$ cat src/rtl/spi_pkg.sv
// Shared SPI definitions: mode encoding, mode decode helpers, synchronizer depth.
// Latency: none (types, constants and pure functions only).
// Backpressure: not applicable.
// Contents: spi_mode_t (bit1 = CPOL, bit0 = CPHA), cpol(), cpha(), SYNC_STAGES.
package spi_pkg;

  typedef logic [1:0] spi_mode_t;

  // Flops in each pin synchronizer, not counting the edge-detect history flop.
  localparam int SYNC_STAGES = 2;

  function automatic logic cpol(input spi_mode_t mode);
    return mode[1];
  endfunction

  function automatic logic cpha(input spi_mode_t mode);
    return mode[0];
  endfunction

endpackage

$ cat src/rtl/spi_sync_edge.sv
// Pin synchronizer with a history flop for single-cycle rise/fall detection.
// Latency: SYNC_STAGES clk to sync; rise/fall are combinational on sync/history.
// Backpressure: none; the input is sampled every clk cycle.
// Ports: clk, rst_n (async, active low), din (asynchronous pin),
//        sync (synchronized level), rise/fall (one-cycle edge strobes).
module spi_sync_edge
  import spi_pkg::*;
#(
  parameter logic RST_VAL = 1'b0
) (
  input  logic clk,
  input  logic rst_n,
  input  logic din,
  output logic sync,
  output logic rise,
  output logic fall
);

  logic [SYNC_STAGES-1:0] stages;
  logic                   hist;

  // Reset to the pin's idle level so releasing reset never produces an edge.
  always_ff @(posedge clk or negedge rst_n) begin
    if (!rst_n) begin
      stages <= {SYNC_STAGES{RST_VAL}};
      hist   <= RST_VAL;
    end else begin
      stages <= {stages[SYNC_STAGES-2:0], din};
      hist   <= stages[SYNC_STAGES-1];
    end
  end

  assign sync = stages[SYNC_STAGES-1];
  assign rise = sync & ~hist;
  assign fall = ~sync & hist;

endmodule

$ cat src/rtl/spi_slave.sv
// SPI slave endpoint: oversamples sclk/mosi/ss_n, receives a word, returns the buffered TX word.
// Latency: 3 clk from pin edge to action; rx_valid 3-4 clk after the final sample edge.
// Backpressure: none on RX (rx_data overwritten per word); TX empty at word start -> zeros + tx_underrun.
// Ports: clk, rst_n (async, active low); SPI pins sclk, mosi, ss_n, miso;
//        tx_data/tx_load/tx_ready (TX buffer), rx_data/rx_valid (received word),
//        busy (slave selected), tx_underrun (word started with an empty buffer).
module spi_slave
  import spi_pkg::*;
#(
  parameter int SPI_MODE   = 0,
  parameter int DATA_WIDTH = 8
) (
  input  logic                  clk,
  input  logic                  rst_n,
  input  logic                  sclk,
  input  logic                  mosi,
  input  logic                  ss_n,
  output logic                  miso,
  input  logic [DATA_WIDTH-1:0] tx_data,
  input  logic                  tx_load,
  output logic                  tx_ready,
  output logic [DATA_WIDTH-1:0] rx_data,
  output logic                  rx_valid,
  output logic                  busy,
  output logic                  tx_underrun
);

  localparam spi_mode_t       MODE      = spi_mode_t'(SPI_MODE);
  localparam logic            MODE_CPOL = cpol(MODE);
  localparam logic            MODE_CPHA = cpha(MODE);
  localparam int              CNT_W     = (DATA_WIDTH > 2) ? $clog2(DATA_WIDTH) : 1;
  localparam logic [CNT_W-1:0] LAST_BIT = CNT_W'(DATA_WIDTH - 1);

  // Synchronized pins
  logic sclk_sync_unused, sclk_rise, sclk_fall;
  logic ss_sync, ss_rise, ss_fall;
  logic mosi_sync, mosi_rise_unused, mosi_fall_unused;

  spi_sync_edge #(.RST_VAL(MODE_CPOL)) u_sync_sclk (
    .clk(clk), .rst_n(rst_n), .din(sclk),
    .sync(sclk_sync_unused), .rise(sclk_rise), .fall(sclk_fall)
  );

  spi_sync_edge #(.RST_VAL(1'b1)) u_sync_ss (
    .clk(clk), .rst_n(rst_n), .din(ss_n),
    .sync(ss_sync), .rise(ss_rise), .fall(ss_fall)
  );

  spi_sync_edge #(.RST_VAL(1'b0)) u_sync_mosi (
    .clk(clk), .rst_n(rst_n), .din(mosi),
    .sync(mosi_sync), .rise(mosi_rise_unused), .fall(mosi_fall_unused)
  );

  // Datapath state
  logic                  active;
  logic [1:0]            arm_cnt;
  logic [CNT_W-1:0]      bit_cnt;
  logic [DATA_WIDTH-2:0] rx_shift;
  logic [DATA_WIDTH-1:0] tx_shift;
  logic [DATA_WIDTH-1:0] tx_buf;
  logic                  tx_full;
  logic                  miso_q;

  logic                  armed;
  logic                  lead_edge, trail_edge;
  logic                  sample_edge, shift_edge;
  logic                  word_done, frame_start, word_start;
  logic [DATA_WIDTH-1:0] tx_word;
  logic [DATA_WIDTH-1:0] rx_next;

  // The ss_n synchronizer resets to "deselected"; if the pin is already low
  // when reset releases, that would look like a fall. Only accept a fall once
  // ss_n has been seen high for a few real samples.
  assign armed = (arm_cnt == 2'd3);

  assign lead_edge   = MODE_CPOL ? sclk_fall : sclk_rise;
  assign trail_edge  = MODE_CPOL ? sclk_rise : sclk_fall;
  assign sample_edge = active & (MODE_CPHA ? trail_edge : lead_edge);
  assign shift_edge  = active & (MODE_CPHA ? lead_edge : trail_edge);

  assign word_done   = sample_edge & (bit_cnt == LAST_BIT);
  assign frame_start = ss_fall & armed & ~active;
  // A word completing on the same cycle ss_n rises ends the frame instead.
  assign word_start  = frame_start | (word_done & ~ss_rise);

  assign tx_word = tx_full ? tx_buf : '0;
  assign rx_next = {rx_shift, mosi_sync};

  always_ff @(posedge clk or negedge rst_n) begin
    if (!rst_n) begin
      active      <= 1'b0;
      arm_cnt     <= 2'd0;
      bit_cnt     <= '0;
      rx_shift    <= '0;
      tx_shift    <= '0;
      tx_buf      <= '0;
      tx_full     <= 1'b0;
      miso_q      <= 1'b0;
      rx_data     <= '0;
      rx_valid    <= 1'b0;
      tx_underrun <= 1'b0;
    end else begin
      rx_valid    <= 1'b0;
      tx_underrun <= 1'b0;

      if (!ss_sync) begin
        arm_cnt <= 2'd0;
      end else if (arm_cnt != 2'd3) begin
        arm_cnt <= arm_cnt + 2'd1;
      end

      // A load always wins, so a load coinciding with word start is kept
      // for the following word.
      if (tx_load) begin
        tx_buf  <= tx_data;
        tx_full <= 1'b1;
      end else if (word_start) begin
        tx_full <= 1'b0;
      end

      if (frame_start) begin
        active <= 1'b1;
      end

      if (sample_edge) begin
        rx_shift <= rx_next[DATA_WIDTH-2:0];
        if (word_done) begin
          rx_data  <= rx_next;
          rx_valid <= 1'b1;
          bit_cnt  <= '0;
        end else begin
          bit_cnt <= bit_cnt + 1'b1;
        end
      end

      // CPHA=0: the trailing edge that follows the final sample belongs to
      // the finished word; the next MSB is already on miso, so hold it.
      if (shift_edge && (MODE_CPHA || (bit_cnt != '0))) begin
        miso_q   <= tx_shift[DATA_WIDTH-1];
        tx_shift <= {tx_shift[DATA_WIDTH-2:0], 1'b0};
      end

      if (word_start) begin
        tx_underrun <= ~tx_full;
        if (MODE_CPHA) begin
          // MSB is presented by the first leading edge.
          tx_shift <= tx_word;
        end else begin
          miso_q   <= tx_word[DATA_WIDTH-1];
          tx_shift <= {tx_word[DATA_WIDTH-2:0], 1'b0};
        end
      end

      // Deselect: drop any partial word; the TX buffer is left untouched.
      if (ss_rise) begin
        active   <= 1'b0;
        bit_cnt  <= '0;
        rx_shift <= '0;
        miso_q   <= 1'b0;
      end
    end
  end

  assign miso     = miso_q;
  assign tx_ready = ~tx_full;
  assign busy     = ~ss_sync;

endmodule
$ cat config.mk
export PLATFORM = sky130hd
export DESIGN_NAME = spi_slave
export DESIGN_NICKNAME = d
export VERILOG_FILES = /design/src/rtl/spi_pkg.sv /design/src/rtl/spi_sync_edge.sv /design/src/rtl/spi_slave.sv
export SDC_FILE = /design/constraint.sdc
export NUM_CORES = 1
export LEC_CHECK = 0
export ABC_AREA = 0
export CAP_MARGIN = 20
export CORE_MARGIN = 5
export CORE_UTILIZATION = 53
export DETAILED_ROUTE_END_ITERATION = 10
export PLACE_DENSITY = 0.77
export SLEW_MARGIN = 10
export SYNTH_ARGS = -nofsm -noshare
export SYNTH_HDL_FRONTEND = slang
export SYNTH_HIERARCHICAL = 1
export SYNTH_SLANG_ARGS = --single-unit
$ cat constraint.sdc
create_clock -name clk -period 1.86 [get_ports clk]
set_input_delay 0.372 -clock clk [delete_from_list [all_inputs] [get_ports clk]]
set_output_delay 0.372 -clock clk [all_outputs]
set_load 0.01 [all_outputs]
==> results of run 1 <==
==> flip-flops by register name, indices dropped and copies added, names as in the netlist, 2 cells and up <==
name,count
rx_data,8
u_sync_mosi/stages,2
arm_cnt,2
bit_cnt,3
u_sync_sclk/stages,2
rx_shift,7
u_sync_ss/stages,2
tx_buf,8
tx_shift,7
==> worst max-delay path by stage <==
stage          slack, ns                 from     endpoint
6_report            0.10  u_sync_ss/stages[1]         busy
5_1_grt             0.03  u_sync_ss/stages[1]         busy
3_3_place_gp        0.31              tx_load    tx_buf[2]
2_1_floorplan       0.42  u_sync_ss/stages[1]         miso
4_1_cts             0.08  u_sync_ss/stages[1]         busy
3_5_place_dp        0.23           bit_cnt[0]  tx_shift[6]
==> final cells by class <==
cell class	count	area, µm²
multi-input cells	94	677
inverters	6	22.5
fillers	275	1250
well taps	48	60.1
flip-flops and latches	48	1200
repair buffers	30	285
clock inverters	2	35.0
clock buffers	6	72.6
==> power by group <==
group / switching [mW] / internal (mW) / total (mW)
combinational: 0.110 / 0.114 / 0.224
clock: 0.316 / 0.398 / 0.715
sequential: 0.0606 / 1.15 / 1.21
total: 0.487 / 1.66 / 2.15
==> layer usage <==
metal	part of all wire, %	track usage (%)	vias to the layer above
li1	-	-	581
met4	1.2	5.96	0
met2	54	26.1	28
met5	0	0	-
met1	38	15.1	591
met3	5.9	6.04	4
==> worst register-to-register path, cell delays in order (launching register included) <==
cell and delay (ns):
dfrtp_1 0.41, ha_1 0.17, ha_1 0.22, nand2b_1 0.11, o22ai_2 0.43, nand3_1 0.14
o21ai_1 0.10
==> results_dict.tcl, run 1 <==
set metrics [dict create \
    die-width_um 70.5 \
    drive_gt1_share_pct 16.7 \
    placed_area_mm2 0.00225 \
    antenna_found_initial 0 \
    end_kind "primary output" \
    die_area_mm2 0.00497 \
    worstMarginPinSlew_ns 0.571 \
    layout.cells.non_filler 234 \
    cts_setup_buffers 0 \
    initial_core_util_pct 53.8 \
    gp_congestion 0.733 \
    cts_resized 0 \
    numCtsBuffers 5 \
    whs_ns 0.157 \
    boundaryPins 27 \
    layout_commonest_cell "dfrtp_1" \
    cp.required_ns 1.49 \
    final_cell_area_mm2 0.00236 \
    clock_skew_ns 0.00415 \
    grt_usage_pct 14.7 \
    dpl_worst_slack_ns 0.230 \
    avgSynthCellArea_um2 12.6 \
    r2r_start "bit_cnt[0]" \
    setup_viol 0 \
    timing.setup.tns_ns 0 \
    cts_sinks 48 \
    rr_endpoint "tx_shift[6]" \
    finalHoldViolCount 0 \
    cellLeakagePower_nw 1.11 \
    dieHeight_um 70.5 \
    final_nets 203 \
    cts_root_buffer "clkbuf_8" \
    critPathKind "register to primary output" \
    reg2reg_depth 6 \
    cts_hold_buf 0 \
    final_util_pct 65.4 \
    h-tree-depth 2 \
    cts_tree "done" \
    n_antenna_cell 0 \
    post-route-min-period_ns 1.76 \
    timing.final.crit_share_pct 94.4 \
    syn_inst 154 \
    relSlewSlack_pct 61.9 \
    path_clk_slew_ns 0.08 \
    grt_pass1_vias 1320 \
    setup_slack_ns 0.105 \
    maxSlewViolCount 0 \
    vias 1204 \
    cpMaxStageDelayCell "dfstp_2" \
    total_power_mw 2.15 \
    worstPathMaxFanout 4 \
    synth_fp_nets 172 \
    max_stage_delay_ns 0.55 \
    area_growth_pct 21.5 \
    start_kind "register" \
    finalWirelength_um 3210 \
    hpwl_um 2390 \
    grt_max_degree 49 \
    crit_chain "inv_1, clkdlybuf4s50_1" \
    max_cap_viol_count 0 \
    cts_buffer_depth 2 \
    antenna_left 0 \
    grt_pass1_wl_um 5680 \
    core_area_mm2 0.00361 \
    status "finished, final reports clean" \
    hp-class "input pin to asynchronous set/reset pin" \
    power.density_mw_per_mm2 910 \
    row_count 22 \
    clk_latency_ns 0.30 \
    cp.buffers_inverters 2 \
    r2r_slack_ns 0.21 \
    critPathTopFamily "flip-flops" \
    ir_drop_uv 744 \
    fmax_mhz 570 \
    wl_per_cell_um 13.7 \
    layout_common_cells "dfrtp_1, clkdlybuf4s50_1, nand2_1" \
    overflow 0 \
    drc 0 \
    yosys_warnings 6 \
    cp_num_cells 2 \
    firstDrtPassIters 4 \
    portBuffers 26 \
    crit_arrival_ns 1.38 \
    syn-cell-area_mm2 0.00194 \
    rsz0062_at_grt "false" \
    dp_cells 226 \
    drt_iter0_drc 49 \
    avgViaCountPerCell 5.15 \
]
No activity file was read; power rests on OpenSTA's default activity.
==> inputs of run 2 (changes only) <==
--- a/config.mk
+++ b/config.mk
@@ -6,7 +6,7 @@
 export NUM_CORES = 1
 export LEC_CHECK = 0
 export ABC_AREA = 0
-export CAP_MARGIN = 20
+export CAP_MARGIN = 15
 export CORE_MARGIN = 5
 export CORE_UTILIZATION = 53
 export DETAILED_ROUTE_END_ITERATION = 10
==> results of run 2 <==
Final layout, timing and power as in run 1 (identical DEF).
